### src/rtl/uart_pkg.sv
// Shared UART definitions: receiver FSM state encoding and oversampling rate.
package uart_pkg;

  // Receiver FSM states; PARITY is reachable only when parity is compiled in.
  typedef enum logic [2:0] {
    IDLE   = 3'd0,
    START  = 3'd1,
    DATA   = 3'd2,
    STOP   = 3'd3,
    PARITY = 3'd4
  } uart_state_t;

  // Oversampling ticks per serial bit.
  localparam int OS_TICKS = 16;

endpackage

### src/rtl/baud_gen.sv
// Oversampling tick generator: free-running mod-DVSR counter that pulses
// tick for one clk at the end of every DVSR-cycle period.
module baud_gen #(
  parameter int DVSR   = 27,
  parameter int DVSR_W = 5
) (
  input  logic clk,
  input  logic reset,
  output logic tick
);

  localparam logic [DVSR_W-1:0] CNT_LAST = DVSR_W'(DVSR - 1);

  logic [DVSR_W-1:0] cnt_reg;
  logic [DVSR_W-1:0] cnt_next;

  // Counter register, cleared by the active-low reset.
  always_ff @(posedge clk or negedge reset) begin
    if (!reset) cnt_reg <= '0;
    else        cnt_reg <= cnt_next;
  end

  // Wrap to zero after the last count, otherwise advance.
  always_comb begin
    cnt_next = (cnt_reg == CNT_LAST) ? '0 : cnt_reg + 1'b1;
  end

  assign tick = (cnt_reg == CNT_LAST);

endmodule

### src/rtl/uart_rx.sv
// UART receiver: synchronizes rx, oversamples it with an internal baud tick,
// deframes start/data/(parity)/stop and emits one rx_done_tick per word.
// Optional parity bit and parity_err port are enabled by UART_RX_PARITY_EN.
module uart_rx
  import uart_pkg::*;
#(
  parameter int DBIT       = 8,
  parameter int SB_TICK    = 16,
  parameter int DVSR       = 27,
  parameter int DVSR_W     = 5,
  parameter int PARITY_ODD = 0
) (
  input  logic            clk,
  input  logic            reset,
  input  logic            rx,
  output logic [DBIT-1:0] rx_data,
  output logic            rx_done_tick,
  output logic            frame_err
`ifdef UART_RX_PARITY_EN
  ,
  output logic            parity_err
`endif
);

  localparam int S_W = (SB_TICK > OS_TICKS) ? 5 : 4;
  localparam int N_W = (DBIT > 1) ? $clog2(DBIT) : 1;

  localparam logic [S_W-1:0] S_MID  = S_W'(OS_TICKS / 2 - 1);
  localparam logic [S_W-1:0] S_LAST = S_W'(OS_TICKS - 1);
  localparam logic [S_W-1:0] S_STOP = S_W'(SB_TICK - 1);
  localparam logic [N_W-1:0] N_LAST = N_W'(DBIT - 1);

  // Reject configurations the counters cannot represent.
  if (DVSR < 2 || (2 ** DVSR_W) < DVSR || PARITY_ODD > 1 || SB_TICK > 32)
  begin : g_bad_config
    $error("uart_rx: invalid parameter combination");
  end

  logic            tick;
  logic            rx_meta_reg;
  logic            rx_sync_reg;

  uart_state_t     state_reg, state_next;
  logic [S_W-1:0]  s_reg, s_next;
  logic [N_W-1:0]  n_reg, n_next;
  logic [DBIT-1:0] b_reg, b_next;
  logic [DBIT-1:0] data_reg, data_next;
  logic            done_reg, done_next;
  logic            ferr_reg, ferr_next;
`ifdef UART_RX_PARITY_EN
  logic            par_reg, par_next;
  logic            perr_reg, perr_next;
`endif

  baud_gen #(
    .DVSR   (DVSR),
    .DVSR_W (DVSR_W)
  ) u_baud_gen (
    .clk   (clk),
    .reset (reset),
    .tick  (tick)
  );

  // Two-flop synchronizer; idles high so reset does not look like a start bit.
  always_ff @(posedge clk or negedge reset) begin
    if (!reset) begin
      rx_meta_reg <= 1'b1;
      rx_sync_reg <= 1'b1;
    end else begin
      rx_meta_reg <= rx;
      rx_sync_reg <= rx_meta_reg;
    end
  end

  // FSM state, counters, shift register and registered outputs.
  always_ff @(posedge clk or negedge reset) begin
    if (!reset) begin
      state_reg <= IDLE;
      s_reg     <= '0;
      n_reg     <= '0;
      b_reg     <= '0;
      data_reg  <= '0;
      done_reg  <= 1'b0;
      ferr_reg  <= 1'b0;
`ifdef UART_RX_PARITY_EN
      par_reg   <= 1'b0;
      perr_reg  <= 1'b0;
`endif
    end else begin
      state_reg <= state_next;
      s_reg     <= s_next;
      n_reg     <= n_next;
      b_reg     <= b_next;
      data_reg  <= data_next;
      done_reg  <= done_next;
      ferr_reg  <= ferr_next;
`ifdef UART_RX_PARITY_EN
      par_reg   <= par_next;
      perr_reg  <= perr_next;
`endif
    end
  end

  // Next-state logic: deframing driven by oversampling ticks.
  always_comb begin
    state_next = state_reg;
    s_next     = s_reg;
    n_next     = n_reg;
    b_next     = b_reg;
    data_next  = data_reg;
    done_next  = 1'b0;
    ferr_next  = ferr_reg;
`ifdef UART_RX_PARITY_EN
    par_next   = par_reg;
    perr_next  = perr_reg;
`endif
    case (state_reg)
      IDLE: begin
        if (!rx_sync_reg) begin
          s_next     = '0;
          state_next = START;
        end
      end
      START: begin
        if (tick) begin
          if (s_reg == S_MID) begin
            if (!rx_sync_reg) begin
              s_next     = '0;
              n_next     = '0;
              state_next = DATA;
            end else begin
              // Line went back high before mid start bit: a glitch.
              state_next = IDLE;
            end
          end else begin
            s_next = s_reg + 1'b1;
          end
        end
      end
      DATA: begin
        if (tick) begin
          if (s_reg == S_LAST) begin
            b_next = {rx_sync_reg, b_reg[DBIT-1:1]};
            s_next = '0;
            n_next = n_reg + 1'b1;
            if (n_reg == N_LAST) begin
`ifdef UART_RX_PARITY_EN
              state_next = PARITY;
`else
              state_next = STOP;
`endif
            end
          end else begin
            s_next = s_reg + 1'b1;
          end
        end
      end
`ifdef UART_RX_PARITY_EN
      PARITY: begin
        if (tick) begin
          if (s_reg == S_LAST) begin
            par_next   = rx_sync_reg;
            s_next     = '0;
            state_next = STOP;
          end else begin
            s_next = s_reg + 1'b1;
          end
        end
      end
`endif
      STOP: begin
        if (tick) begin
          if (s_reg == S_STOP) begin
            data_next  = b_reg;
            done_next  = 1'b1;
            ferr_next  = ~rx_sync_reg;
`ifdef UART_RX_PARITY_EN
            perr_next  = (^b_reg) ^ par_reg ^ (PARITY_ODD != 0);
`endif
            state_next = IDLE;
          end else begin
            s_next = s_reg + 1'b1;
          end
        end
      end
      default: begin
        state_next = IDLE;
      end
    endcase
  end

  assign rx_data      = data_reg;
  assign rx_done_tick = done_reg;
  assign frame_err    = ferr_reg;
`ifdef UART_RX_PARITY_EN
  assign parity_err   = perr_reg;
`endif

endmodule

### config.mk
export PLATFORM = sky130hd
export DESIGN_NAME = uart_rx
export DESIGN_NICKNAME = d
export VERILOG_FILES = /design/src/rtl/uart_pkg.sv /design/src/rtl/baud_gen.sv /design/src/rtl/uart_rx.sv
export SDC_FILE = /design/constraint.sdc
export NUM_CORES = 1
export LEC_CHECK = 0
export ABC_AREA = 0
export BUFFER_PORTS_ARGS = -buffer_cell sky130_fd_sc_hd__buf_2
export CAP_MARGIN = 20
export CORE_ASPECT_RATIO = 2
export CORE_MARGIN = 8
export CORE_UTILIZATION = 40
export DETAILED_ROUTE_END_ITERATION = 12
export GPL_ROUTABILITY_DRIVEN = 1
export PLACE_DENSITY = 0.54
export SETUP_SLACK_MARGIN = 0.4
export SYNTH_ARGS = -nofsm -noshare
export SYNTH_HDL_FRONTEND = slang
export SYNTH_SLANG_ARGS = --single-unit
export TNS_END_PERCENT = 20
### constraint.sdc
create_clock -name clk -period 1.9 [get_ports clk]
set_clock_uncertainty 0.05 [all_clocks]
set_input_delay 0.19 -clock clk [delete_from_list [all_inputs] [get_ports clk]]
set_output_delay 0.19 -clock clk [all_outputs]
set_load 0.02 [all_outputs]
==> results by group <==
Outcome
  • Outcome: finished, final reports clean

Clocking
  • Deepest clock path buffer count: 2
  • TritonCTS clock tree: built
  • Clock root cell: clkbuf_8
  • Clk slew on worst S/H paths: 0.07 ns
  • TritonCTS Sinks: 34
  • CTS Buf Count: 5
  • CTS HTree Levels: 2
  • Clock Latency Late Sink: 0.28 ns

Worst hold path
  • Hold Path End: rx_sync_reg$_DFF_PN1_
  • Worst Hold Launch: rx_meta_reg$_DFF_PN1_
  • WHS Path Cells: 0
  • Hold Crit Class: reg2reg

Die
  • Core Area: 4050 um2
  • Row cnt: 33
  • Initial core utilization: 41.5%
  • Die width: 61.8 um
  • IO Pins: 13
  • DIE HEIGHT: 108 um
  • Total Die Area: 6650 um2

Route
  • DRT iter0 DRCs: 29
  • Avg WL per Cell: 14.7 um
  • Antenna violation net count after detailed routing: 0
  • DRT Pass-1 Iters: 6
  • Via-to-Cell Ratio: 5.03
  • Vias: 1122
  • # DRC: 0
  • Final WL: 3270 um

Logic synthesis
  • Gate Count Post-Synth: 137
  • Mean Syn Cell Area: 12.2 um2
  • Top-count cell post-synth: dfrtp_1
  • Share of the synthesized area in the top cell type: 47.7%
  • Mux share of post-synthesis cell area: 16.0%
  • Number of flops mapped to enable cells by yosys: 0
  • Synth Area in Adders: 3.73%
  • Post-Synth XOR/XNOR Area: 1.04%
  • Synth top cells by count: dfrtp_1 (32), mux2_4 (15), nor2_1 (10)
  • Synth Net Count: 145
  • Sequential area share after synthesis: 50.9%
  • Main flop type after synthesis: dfrtp_1
  • Synth cell types: 43
  • Synthesis-stage register bit count: 34
  • Simple-Gate Fraction of Synth Area: 15.5%
  • Area leader, netlist: dfrtp_1
  • Post-synthesis async set-or-reset flop share: 100%
  • Main area contributors after synthesis: dfrtp_1 (48%), mux2_4 (13%), ha_1 (3.7%)
  • Yosys warning count: 0
  • Main combinational cell family by area after synthesis: multiplexers
  • Mapped Area: 1680 um2
  • Post-synthesis compound-gate area fraction: 8.35%

Timing
  • Unrepaired setup endpoints after global routing: yes
  • Measured slew at the worst slew-check pin: 0.744 ns
  • Relative slew slack: 50.4%
  • Fin. max-slew vios: 0
  • Final worst slack: 0.217 ns
  • Final Cycle Share: 88.6%
  • Fmax: 594 MHz
  • Min Tclk post-route: 1.68 ns
  • Final Hold Vio Count: 0
  • Final setup violation count: 0
  • TNS Setup: 0 ns

Setup path
  • Reg2reg end: b_reg[1]$_DFFE_PN0P_
  • Cell family contributing the most delay on the critical path: simple AND/OR/NAND/NOR gates
  • R2R cell count: 5
  • Critical path fanouts, max: 8
  • Worst EP required: 2.02 ns
  • Startpoint types: register
  • Largest stage delay on the critical path: 0.39 ns
  • Crit Path Class: reg2reg
  • R2r setup slk: 0.22 ns
  • Crit path arrival time: 1.80 ns
  • Critical Path End Type: register
  • RR Startpoint: u_baud_gen.cnt_reg[0]$_DFF_PN0_
  • Crit path cell chain: inv_2, ha_4, and4b_2, and3_4, mux2_4
  • Slowest CP cell: dfrtp_1
  • CP Buf/Inv Count: 1

Place
  • HPWL after DPL: 2310 um
  • Pre-CTS WS: 0.108 ns
  • Final GP Congestion: 0.832
  • Port-buffer cells: 12

Global routing
  • First-pass GRT wire length: 5290 um
  • All-layer global routing usage: 10.6%
  • Initial antenna violation count: 0
  • Largest net degree at the start of global routing: 35
  • GRT Residual Overflow: 0
  • Vias in the first global route: 1134

Finish
  • Fillers: 381
  • Synthesis-to-layout area growth: 23.6%
  • Nets@finish: 178
  • Antenna cell count: 0
  • Layout cells sized above 1: 40.9%

Pwr
  • VDD IR max: 0.486 mV
  • PwrDens: 668 nW/um2
  • Leak: 1.01 nW

Run
  • Maxcap violations: 0
## metrics by stage
stage	instance area [um2]	total power [mW]	utilization [%]	hold WS [ns]	std cells
3_5_place_dp	1820	0.763	45.1	0.243	204
6_report	2070	1.39	51.3	0.306	223
2_1_floorplan	1680	0.746	-	-0.156	137
5_1_grt	2070	1.45	51.3	0.316	223
4_1_cts	1960	1.41	48.5	0.307	215
3_3_place_gp	1820	0.763	45.1	0.246	204
## worst max-delay path by stage
stage / from / endpoint / slack [ns] / cells past startpoint
finish: u_baud_gen.cnt_reg[0]$_DFF_PN0_ / b_reg[1]$_DFFE_PN0P_ / 0.22 / 5
global route: u_baud_gen.cnt_reg[0]$_DFF_PN0_ / b_reg[7]$_DFFE_PN0P_ / 0.17 / 5
CTS: u_baud_gen.cnt_reg[0]$_DFF_PN0_ / b_reg[1]$_DFFE_PN0P_ / 0.19 / 5
detailed placement: u_baud_gen.cnt_reg[0]$_DFF_PN0_ / b_reg[1]$_DFFE_PN0P_ / 0.11 / 5
global placement: u_baud_gen.cnt_reg[0]$_DFF_PN0_ / b_reg[5]$_DFFE_PN0P_ / 0.14 / 5
floorplan: u_baud_gen.cnt_reg[0]$_DFF_PN0_ / b_reg[0]$_DFFE_PN0P_ / 0.18 / 7
## report_power, final
part           internal (mW)  switching, mW
clock network          0.385          0.249
registers              0.728        0.00223
logic                0.00523         0.0160
total                   1.12          0.267
## repair_timing
action | 4_1_cts | 5_1_grt
endpoints found under the hold margin | 33 | 0
resized for setup | 2 | 12
buffers inserted | 1 | 8
pin swaps | 0 | 4
hold buffers | 2 | 0
setup endpoints to repair | 27 | 26
## cell type report
type / count / area, um2 / area share (%)
inverter: 8 / 30.0 / 1.45
clock inverter: 3 / 40.0 / 1.93
multi-input combinational: 89 / 801 / 38.6
sequential: 34 / 853 / 41.1
tap: 52 / 65.1 / 3.14
clock buffer: 5 / 68.8 / 3.32
timing repair buffer: 32 / 216 / 10.4
## per-layer routing
layer  up-vias  share of wire (%)  global-route usage (%)  routed length [um]
li1        548                  -                       -                   -
met4         0                1.9                    5.42                  61
met2        18                 56                    18.5                1850
met5         -                  0                       0                   0
met1       551                 38                    10.6                1240
met3         5                3.7                    2.99                 122
## cells in the final DEF (no fill, tap or decap), drive strengths merged, types with 4 or more instances in the layout
master	n
buf	30
o21ai	9
dfrtp	32
and2	4
nand2	4
ha	5
clkbuf	5
inv	8
mux2	17
nand3	8
nor2	10
## cells by family (layout without fill, tap and decap cells)
family | count (synthesis) | after routing
AND/OR/NAND/NOR | 41 | 41
AO/OA/AOI/OAI | 22 | 22
flip-flops | 34 | 34
adder cells (fa/ha/maj) | 5 | 5
buffers and inverters | 14 | 48
multiplexers | 19 | 19
XOR/XNOR | 2 | 2
(Power assumes the default switching activity.)
